$ cat src/rtl/load_store_unit.sv
// Load/store unit: one memory access at a time over a req/ready, rvalid memory port.
// Handles byte/half/word lanes, sign/zero extension and misaligned/unsupported faults.
module load_store_unit (
    input  logic        i_clk,
    input  logic        i_rst,
    input  logic        i_valid,
    input  logic        i_mem_read,
    input  logic        i_mem_write,
    input  logic [2:0]  i_funct3,
    input  logic [31:0] i_addr,
    input  logic [31:0] i_store_data,
    output logic        o_busy,
    output logic        o_mem_req,
    output logic        o_mem_we,
    output logic [31:0] o_mem_addr,
    output logic [31:0] o_mem_wdata,
    output logic [3:0]  o_mem_wmask,
    input  logic        i_mem_ready,
    input  logic        i_mem_rvalid,
    input  logic [31:0] i_mem_rdata,
    output logic        o_done,
    output logic [31:0] o_load_data,
    output logic        o_fault
);

    typedef enum logic [1:0] {IDLE, REQ, WAIT, RESP} state_t;

    state_t      state_q;
    logic [31:0] addr_q;
    logic [2:0]  funct3_q;
    logic        is_write_q;
    logic        mem_req_q;
    logic        mem_we_q;
    logic [31:0] wdata_q;
    logic [3:0]  wmask_q;
    logic        done_q;
    logic        fault_q;
    logic [31:0] load_q;

    logic        accept;
    logic        is_write_d;
    logic        bad_d;
    logic [3:0]  wmask_d;
    logic [31:0] wdata_d;
    logic [31:0] lane;
    logic [31:0] load_d;

    always_comb begin
        accept     = i_valid && (i_mem_read || i_mem_write);
        is_write_d = !i_mem_read;
        bad_d      = (i_funct3 == 3'b011) || (i_funct3 == 3'b110) || (i_funct3 == 3'b111)
                  || (is_write_d && i_funct3[2])
                  || ((i_funct3[1:0] == 2'b01) && i_addr[0])
                  || ((i_funct3[1:0] == 2'b10) && (i_addr[1:0] != 2'b00));

        case (i_funct3[1:0])
            2'b00:   begin
                wmask_d = 4'b0001 << i_addr[1:0];
                wdata_d = {4{i_store_data[7:0]}};
            end
            2'b01:   begin
                wmask_d = i_addr[1] ? 4'b1100 : 4'b0011;
                wdata_d = {2{i_store_data[15:0]}};
            end
            default: begin
                wmask_d = 4'b1111;
                wdata_d = i_store_data;
            end
        endcase

        lane = i_mem_rdata >> {addr_q[1:0], 3'b000};
        case (funct3_q)
            3'b000:  load_d = {{24{lane[7]}}, lane[7:0]};
            3'b001:  load_d = {{16{lane[15]}}, lane[15:0]};
            3'b100:  load_d = {24'h0, lane[7:0]};
            3'b101:  load_d = {16'h0, lane[15:0]};
            default: load_d = lane;
        endcase
    end

    always_ff @(posedge i_clk) begin
        if (i_rst) begin
            state_q    <= IDLE;
            addr_q     <= '0;
            funct3_q   <= '0;
            is_write_q <= 1'b0;
            mem_req_q  <= 1'b0;
            mem_we_q   <= 1'b0;
            wdata_q    <= '0;
            wmask_q    <= '0;
            done_q     <= 1'b0;
            fault_q    <= 1'b0;
            load_q     <= '0;
        end else begin
            done_q  <= 1'b0;
            fault_q <= 1'b0;
            case (state_q)
                IDLE: begin
                    if (accept) begin
                        addr_q     <= i_addr;
                        funct3_q   <= i_funct3;
                        is_write_q <= is_write_d;
                        wdata_q    <= wdata_d;
                        if (bad_d) begin
                            // Faulting accesses skip the memory port and complete next cycle.
                            state_q <= RESP;
                            done_q  <= 1'b1;
                            fault_q <= 1'b1;
                        end else begin
                            state_q   <= REQ;
                            mem_req_q <= 1'b1;
                            mem_we_q  <= is_write_d;
                            wmask_q   <= wmask_d;
                        end
                    end
                end
                REQ: begin
                    if (i_mem_ready) begin
                        mem_req_q <= 1'b0;
                        mem_we_q  <= 1'b0;
                        wmask_q   <= '0;
                        if (is_write_q) begin
                            state_q <= RESP;
                            done_q  <= 1'b1;
                        end else begin
                            state_q <= WAIT;
                        end
                    end
                end
                WAIT: begin
                    if (i_mem_rvalid) begin
                        load_q  <= load_d;
                        state_q <= RESP;
                        done_q  <= 1'b1;
                    end
                end
                default: state_q <= IDLE;
            endcase
        end
    end

    assign o_busy      = (state_q != IDLE);
    assign o_mem_req   = mem_req_q;
    assign o_mem_we    = mem_we_q;
    assign o_mem_addr  = {addr_q[31:2], 2'b00};
    assign o_mem_wdata = wdata_q;
    assign o_mem_wmask = wmask_q;
    assign o_done      = done_q;
    assign o_fault     = fault_q;
    assign o_load_data = load_q;

endmodule
$ cat config.mk
export PLATFORM = sky130hd
export DESIGN_NAME = load_store_unit
export DESIGN_NICKNAME = d
export VERILOG_FILES = /design/src/rtl/load_store_unit.sv
export SDC_FILE = /design/constraint.sdc
export NUM_CORES = 1
export LEC_CHECK = 0
export CORE_ASPECT_RATIO = 0.8
export CORE_MARGIN = 2
export CORE_UTILIZATION = 44
export DETAILED_ROUTE_END_ITERATION = 10
export HOLD_SLACK_MARGIN = 0.03
export PLACE_DENSITY = 0.82
export SYNTH_ARGS = -nofsm -noshare
export SYNTH_HDL_FRONTEND = slang
export SYNTH_SLANG_ARGS = --single-unit
$ cat constraint.sdc
create_clock -name i_clk -period 2.5 [get_ports i_clk]
set_clock_uncertainty 0.15 [all_clocks]
set_input_delay 0.375 -clock i_clk [delete_from_list [all_inputs] [get_ports i_clk]]
set_output_delay 0.375 -clock i_clk [all_outputs]
set_load 0.01 [all_outputs]
==> results of run 1 <==
## power by group
group	leakage [uW]	internal [uW]	switching (uW)
clock network	0.000139	810	637
registers	0.000899	2080	210
logic	0.00158	1160	1200
total	0.00262	4050	2050
## registers in the layout, summed over array words and instances, names as in the netlist
signal,count
addr_q,32
o_mem_wmask,4
state_q,2
is_write_q,1
funct3_q,3
o_mem_req,1
o_mem_wdata,32
o_mem_we,1
o_done,1
o_load_data,32
o_fault,1
## cell families (layout without fill, tap and decap cells)
| logic type | count (synthesis) | after routing | synth area share |
|---|---|---|---|
| adders and majority gates | 4 | 4 | 0.009653 |
| and+or+nand+nor | 235 | 235 | 0.1844 |
| other | 1 | 2 | 0.0007232 |
| buffers and inverters | 88 | 243 | 0.09170 |
| muxes | 40 | 40 | 0.08325 |
| DFF | 110 | 110 | 0.4247 |
| AOI/OAI and AO/OA | 161 | 161 | 0.2056 |
## critical path: cells and delay by family, from the launching register on
family,cells,cell delay (ps)
flip-flops,1,390
adder cells (fa/ha/maj),1,280
buffers and inverters,3,810
## synthesized netlist by cell type, drive strengths merged
cell / instances / area, um^2
a211oi: 30 / 280.3
nor4: 1 / 12.51
nor3: 8 / 40.04
a21o: 1 / 7.510
o21ai: 22 / 110.1
buf: 46 / 317.8
a21oi: 77 / 385.4
o211ai: 7 / 52.55
or3: 1 / 6.260
o2111ai: 2 / 17.52
clkbuf: 36 / 135.1
mux2: 15 / 168.9
conb: 1 / 3.750
or2: 3 / 21.27
dfxtp: 110 / 2202
nand2: 155 / 581.8
or4: 3 / 22.52
nand3: 2 / 10.01
o41ai: 1 / 8.760
nor2b: 3 / 18.77
inv: 6 / 22.52
nand3b: 1 / 7.510
a31oi: 1 / 21.27
o2bb2ai: 7 / 61.31
a311oi: 10 / 93.84
a211o: 2 / 17.52
a221o: 1 / 10.01
mux2i: 24 / 240.2
nor2: 51 / 191.4
mux4: 1 / 22.52
and2: 2 / 12.51
ha: 4 / 50.05
nand2b: 5 / 31.28
## per-layer routing
metal	GRT usage	up-vias	part of all wire
met3	0.09236	20	0.10
met4	0.05983	0	0.013
li1	-	2448	-
met1	0.2949	2352	0.40
met2	0.4189	231	0.48
met5	0	-	0
## through the flow
stage	worst slack [ps]	instance area, um^2	std cells	hold WS [ps]	util
CTS	52.33	7456	943	305.2	0.6474
global route	57.22	7456	943	318.1	0.6474
floorplan	559.9	5189	640	286.7	-
finish	153.3	7456	943	303.6	0.6474
global placement	197.0	7156	927	291.1	0.6213
detailed placement	128.7	7156	927	295.6	0.6213
## worst max path at each step
stage,startpoint,endpoint,slack [ps]
after floorplan,state_q[1],o_mem_wmask[2],560
final,state_q[0],o_busy,150
after CTS,state_q[0],o_busy,50
after detailed placement,i_mem_rdata[31],o_load_data[19],130
after global routing,state_q[0],o_busy,60
after global placement,i_mem_rdata[31],o_load_data[30],200
## layout make-up
class,count,share of cell area
repair buffers,221,0.2987
clock inverters,4,0.007216
flip-flops and latches,110,0.2954
inverters,6,0.003021
well taps,148,0.02484
multi-input cells,442,0.3378
clock buffers,12,0.03306
==> run metrics, run 1 <==
CP Class register to output pin; clock sink count 110; RSZ-0062 raised after global routing no; Residual DRC 0; total negative setup slack 0 ps; syn_area_per_cell approximately 8 um^2; Layout Area Growth over Synthesis 43.80%; first-pass GRT wire length 24980 um; Hold EP addr_q[15]; die height 101.1 um; LEAKAGE roughly 0.0026 uW; Layout Nets 900; Netlist cell types 40; total grt overflow 0; Final Power 6100 uW; worst hold start addr_q[15]; RD Place Congestion 0.9012; drt initial violations 343; # port buffers ~210; area of the mapped netlist 5185 um^2; Seq cells post-synth 110; Crit path required time ~2000 ps; r2r setup slk 380 ps; Rows 35; initial antenna violation count 0; period utilization 0.9387; fraction of layout cells with a size suffix above 1 0.07925; hold_buf cts 0; Seq. cell area 2202 um^2; largest net degree at the start of global routing 72; Clk Latency, worst-skew pair 340 ps; commonest non-fill, non-tap cell in the layout clkdlybuf4s50_1; number of buffers created by CTS 9; maximum fanout along the worst path 6; Crit-path slowest cell clkdlybuf4s50_1; Hold Path Stages 2; Critical Path Sink Type output pin; Core Area about 12000 um^2; relative slew slack 0.4918; GRT Util Overall 0.2451; Period minus WS final 2347 ps; post-synthesis sequential area ratio 0.4247; Post-DP HPWL 11480 um; Vias/cell 5.356; CTS tree yes; Worst VDD drop 0.4507 mV; Die W 125.4 um; CP max stage delay 570 ps; commonest cells after routing, fill and taps aside clkdlybuf4s50_1, nand2_1, dfxtp_1; Slew @ Worst Pin 762.4 ps; ANT cells 0; Slew Limit Fails 0; Yosys warnings 0; die area 12670 um^2; status finished, final reports clean; pwr/cell area between 800 and 900 nW/um^2; r2r startpoint state_q[1]; CP arrival 1820 ps; crit start category register; Post-DRT Antenna Nets 0; cells after synthesis 639; Initial Util 0.4502; Ports between 200 and 250; Reg clk slew, reported paths 70 ps; CP cell instances inv_1 > ha_1 > inv_2 > clkdlybuf4s50_1; Hold WC Path Type register to register; Root Driver clkbuf_16; Via Count 5051; Resized cells post-CTS 0; number of global-route vias before repair between 4000 and 5000; Max Cap Viol 0; final hold violation count 0; r2r endpoint o_mem_wmask[2]; iteration count of the initial detailed-routing pass 5; Reg2Reg Depth 6; Clock Tree Buf Depth 2; htree depth 3; FILL cells 943; total wire length 15810 um; post-CTS setup buffer count 0; routed length per instance 16.76 um; f_max 0.4261 GHz; Setup-failing EPs final 0; multi-input logic area 2519 um^2
(Power assumes the default switching activity.)
==> inputs of run 2 (changes only) <==
HOLD_SLACK_MARGIN = 0.1   (was 0.03)
==> results of run 2 <==
Same layout as run 1: the final DEF is identical, and so are final timing and power.
